===== config.mk =====
export PLATFORM = sky130hd
export DESIGN_NAME = sw_debounce
export DESIGN_NICKNAME = d
export VERILOG_FILES = /design/src/rtl/sw_debounce_pkg.sv /design/src/rtl/sw_debounce_bit.sv /design/src/rtl/sw_debounce.sv
export SDC_FILE = /design/constraint.sdc
export NUM_CORES = 1
export LEC_CHECK = 0
export ABC_AREA = 1
export CAP_MARGIN = 15
export CORE_MARGIN = 4
export CORE_UTILIZATION = 30
export DETAILED_ROUTE_END_ITERATION = 7
export HOLD_SLACK_MARGIN = 0.02
export SETUP_SLACK_MARGIN = 0.3
export SLEW_MARGIN = 20
export SYNTH_ARGS = -nofsm -noshare
export SYNTH_HDL_FRONTEND = slang
export SYNTH_SLANG_ARGS = --single-unit

===== constraint.sdc =====
create_clock -name clk_i -period 1.41 [get_ports clk_i]
set_input_delay 0.282 -clock clk_i [delete_from_list [all_inputs] [get_ports clk_i]]
set_output_delay 0.282 -clock clk_i [all_outputs]
set_load 0.01 [all_outputs]

===== src/rtl/sw_debounce_pkg.sv =====
// Shared constants for the slide-switch debouncer.
// Optional feature macro: SW_DEBOUNCE_EDGE_EN (adds per-bit rise/fall strobes).
package sw_debounce_pkg;

  localparam int unsigned SW_WIDTH            = 10;
  localparam int unsigned SW_DEBOUNCE_DEFAULT = 50000;
  localparam int unsigned SW_SYNC_DEFAULT     = 2;

endpackage


===== src/rtl/sw_debounce_bit.sv =====
// One switch bit: synchroniser chain, stability counter and accepted-level flop.
module sw_debounce_bit
  import sw_debounce_pkg::*;
#(
  parameter int unsigned DEBOUNCE_CYCLES = SW_DEBOUNCE_DEFAULT,
  parameter int unsigned SYNC_STAGES     = SW_SYNC_DEFAULT,
  parameter logic        RESET_VAL       = 1'b0
) (
  input  logic clk_i,
  input  logic reset,
  input  logic raw,
  output logic level,
  output logic accept_c
);

  localparam int unsigned CNT_W = $clog2(DEBOUNCE_CYCLES + 1);
  localparam logic [CNT_W-1:0] CNT_LAST = CNT_W'(DEBOUNCE_CYCLES - 1);

  logic [SYNC_STAGES-1:0] sync;
  logic [CNT_W-1:0]       cnt;
  logic                   s;

  assign s = sync[SYNC_STAGES-1];

  // Plain flop chain; nothing between stages so each stage gets a full cycle to resolve.
  always_ff @(posedge clk_i or negedge reset) begin
    if (!reset) sync <= '0;
    else        sync <= {sync[SYNC_STAGES-2:0], raw};
  end

  // High in the cycle whose edge will load the new level.
  assign accept_c = (s != level) && (cnt == CNT_LAST);

  // Any sample matching the accepted level restarts the count.
  always_ff @(posedge clk_i or negedge reset) begin
    if (!reset) begin
      cnt   <= '0;
      level <= RESET_VAL;
    end else if (s == level) begin
      cnt <= '0;
    end else if (cnt == CNT_LAST) begin
      level <= s;
      cnt   <= '0;
    end else begin
      cnt <= cnt + CNT_W'(1);
    end
  end

endmodule


===== src/rtl/sw_debounce.sv =====
// Slide-switch conditioner: per-bit synchronise + debounce, with a change strobe.
// SW_DEBOUNCE_EDGE_EN adds registered per-bit rise/fall strobes.
module sw_debounce
  import sw_debounce_pkg::*;
#(
  parameter int unsigned      WIDTH           = SW_WIDTH,
  parameter int unsigned      DEBOUNCE_CYCLES = SW_DEBOUNCE_DEFAULT,
  parameter int unsigned      SYNC_STAGES     = SW_SYNC_DEFAULT,
  parameter logic [WIDTH-1:0] RESET_VAL       = '0
) (
  input  logic             clk_i,
  input  logic             reset,
  input  logic [WIDTH-1:0] sw_raw_i,
  output logic [WIDTH-1:0] sw_o,
  output logic             sw_changed_o
`ifdef SW_DEBOUNCE_EDGE_EN
  ,
  output logic [WIDTH-1:0] sw_rise_o,
  output logic [WIDTH-1:0] sw_fall_o
`endif
);

  logic [WIDTH-1:0] accept_c;

  for (genvar gi = 0; gi < WIDTH; gi++) begin : g_bit
    sw_debounce_bit #(
      .DEBOUNCE_CYCLES (DEBOUNCE_CYCLES),
      .SYNC_STAGES     (SYNC_STAGES),
      .RESET_VAL       (RESET_VAL[gi])
    ) u_bit (
      .clk_i    (clk_i),
      .reset    (reset),
      .raw      (sw_raw_i[gi]),
      .level    (sw_o[gi]),
      .accept_c (accept_c[gi])
    );
  end

  // Registered alongside the level flops so the strobe lands with the new sw_o.
  always_ff @(posedge clk_i or negedge reset) begin
    if (!reset) sw_changed_o <= 1'b0;
    else        sw_changed_o <= |accept_c;
  end

`ifdef SW_DEBOUNCE_EDGE_EN
  // An accepted bit always flips, so its current level tells the direction.
  always_ff @(posedge clk_i or negedge reset) begin
    if (!reset) begin
      sw_rise_o <= '0;
      sw_fall_o <= '0;
    end else begin
      sw_rise_o <= accept_c & ~sw_o;
      sw_fall_o <= accept_c &  sw_o;
    end
  end
`endif

endmodule


==> impl_metrics.toml <==
[power_and_ir_drop]
p_per_area_mw_per_mm2 = 752.2
p_leak_nw = 6.653
ir_worst_vdd_mv = 0.8550
power_mw = 11.44

[synthesis]
synth-edff-count = 0
synth_cells = 1190
yosys_warnings = 0
ys.flop_type = "dfrtp_1"
syn_avg_cell_area_um2 = 8.225
yosys_register_bits = 191
netlist_area_mm2 = 0.009788
async_reset_ff_share_pct = 100.0
synthDistinctLibCells = 30
syn_nets = 1212
seq_area_frac_synth_pct = 48.83

[cells_and_area]
area_growth_pct = 55.43
multi_input_area_mm2 = 0.006746
final_common_cell = "nor2_1"
n_antenna_cell = 0
layoutNonFillerInstCount = 1862
drive_above_1_share_pct = 48.49
fin_nets = 1436
stdcell_area_mm2 = 0.01521
regArea_mm2 = 0.004803
layout_common_cells = "nor2_1, dfrtp_1, nand2_1, buf_4, inv_1"
final.fill_count = 2797

[timing]
worst-slew-pin-transition_ns = 0.4021
period_share_pct = 100.1
setup_tns_ns = -0.001436
fin_ws_ns = -0.001436
finClkSkew_ns = 0.01409
holdWs_ns = 0.2774
max_freq_mhz = 708.5
drv_slew = 0
maxSlewHeadroom_pct = 73.19
min_period_ns = 1.411
setup_viol = 1
finalHoldViolations = 0
grt_setup_unrepaired = "true"

[worst_setup_path]
arrival_ns = 1.78
cp_max_fo = 4
r2r_cells = 7
worstPathRequired_ns = 1.77
critPathLaunchType = "register"
reg2reg_slack_ns = -0.001
worstSetupPathType = "register to register"
worst_r2r_endpoint = "g_bit[4].u_bit.cnt[14]"
reg2reg_from = "g_bit[4].u_bit.cnt[0]"
cp-end-kind = "register"

[place]
dp_cells = 1680
port_buffers = 22
dpl.hpwl_um = 14780
place_area_mm2 = 0.01136
gp_congestion = 0.8613

[detailed_routing]
drc = 0
wl_um = 25340
drtIter0Drc = 465
viasPerCell = 4.716
via_count = 8781
ant_nets = 0
drt-pass1-iter-count = 5
avgRoutedWirePerCell_um = 13.61

[floorplan]
start_util_pct = 30.70
num_rows = 65
die_w_um = 188.6
core_area_mm2 = 0.03188
fp.dieArea_mm2 = 0.03558
ios = 23
fp.dieH_um = 188.6

[clock_tree]
htree_levels = 4
cts_root_buffer = "clkbuf_16"
clockBufferDepth = 2
cts_sinks = 191
cts_tree = "yes"
clock_latency_ns = 0.44
clk_pin_slew_ns = 0.07
cts_made_buffers = 17

[global_route]
grt_pass1_wl_um = 39680
grt_start_max_net_pins = 73
grt_usage_pct = 13.21
grt_overflow = 0
grt_pass1_vias = 8381
antenna_found_initial = 0

[outcome]
outcome = "finished with violations"
violations = "setup timing"

[worst_hold_path]
min_from = "sw_raw_i[7]"
whs_path_depth = 1
min_to = "g_bit[7].u_bit.sync[0]"
worst_hold_path_type = "primary input to register"

[run]
cap_violations = 0
[kinds of logic after synthesis]
group / count (synthesis) / share of synthesized area (%)
compound gates: 66 / 3.643
xor+xnor: 60 / 5.445
fa+ha+maj: 10 / 1.278
buf+inv: 152 / 6.212
flops: 191 / 48.83
simple gates: 711 / 34.59
[metrics by stage]
step	utilization, %	worst slack [ns]
final	47.72	-0.001436
after global routing	47.72	-0.08338
after CTS	42.86	0.02400
after global placement	35.62	-0.004297
after floorplan	-	0.06532
after detailed placement	35.62	-0.04515
[worst max path at each step]
stage | start | end | slack (ns) | cells after the start
after floorplan | g_bit[2].u_bit.cnt[0] | g_bit[2].u_bit.cnt[12] | 0.07 | 6
after global placement | g_bit[6].u_bit.cnt[0] | sw_changed_o | -0.004 | 7
after detailed placement | g_bit[6].u_bit.cnt[0] | sw_changed_o | -0.05 | 7
after CTS | g_bit[1].u_bit.cnt[1] | g_bit[1].u_bit.cnt[7] | 0.02 | 8
after global routing | g_bit[4].u_bit.cnt[0] | g_bit[4].u_bit.cnt[14] | -0.08 | 7
final | g_bit[4].u_bit.cnt[0] | g_bit[4].u_bit.cnt[14] | -0.001 | 7
[synthesized netlist by cell type (all sizes together) (13+ instances only)]
library cell / instances / area share [%]
nor3: 79 / 5.5
nor3b: 19 / 2.0
dfrtp: 191 / 49
nor2: 280 / 11
nand2: 201 / 8.1
nand4: 27 / 1.7
nand3: 88 / 5.3
inv: 142 / 5.4
a21oi: 35 / 1.9
o21ai: 19 / 0.97
nor4: 13 / 0.83
xor2: 48 / 4.4
[flip-flops by register name, summed over array words and instances, names as in the netlist]
name	cells
sw_changed_o	1
g_bit.u_bit.sync	20
g_bit.u_bit.cnt	160
g_bit.u_bit.level	10
[power by group]
part,switching (mW),internal (mW)
clock,2.31,2.55
sequential,0.130,5.57
combinational,0.470,0.405
total,2.91,8.53
[layer usage]
layer	share of wire, %	vias up	wire (µm)	GRT usage [%]
li1	-	4291	-	-
met1	44	4318	11210	17.67
met2	52	140	13110	22.07
met3	2.6	32	647	2.575
met4	1.5	0	372	3.419
met5	0	-	0	0
[layout make-up]
class | count | area share, %
Timing Repair Buffer | 212 | 12.58
Inverter | 142 | 4.079
Tap cell | 435 | 3.578
Multi-Input combinational cell | 850 | 44.35
Clock inverter | 14 | 0.9623
Sequential cell | 191 | 31.57
Clock buffer | 18 | 2.887
[repair_timing]
| action | CTS | global route |
|---|---|---|
| setup endpoints to repair | 173 | 181 |
| pin swaps | 102 | 119 |
| gates cloned | 3 | 0 |
| hold buffers | 1 | 0 |
| setup buffers | 99 | 47 |
| hold endpoints to repair | 191 | 0 |
| gates resized for setup | 298 | 288 |
[worst max-delay path, stage by stage (launching register included)]
cell and delay, ns:
dfrtp_1 0.43, ha_4 0.17, nand3_4 0.12, nor3_4 0.19, nand2_2 0.10, o21ai_1 0.16
nand2_1 0.08, nor2_1 0.10
No activity file was read; power rests on OpenSTA's default activity.
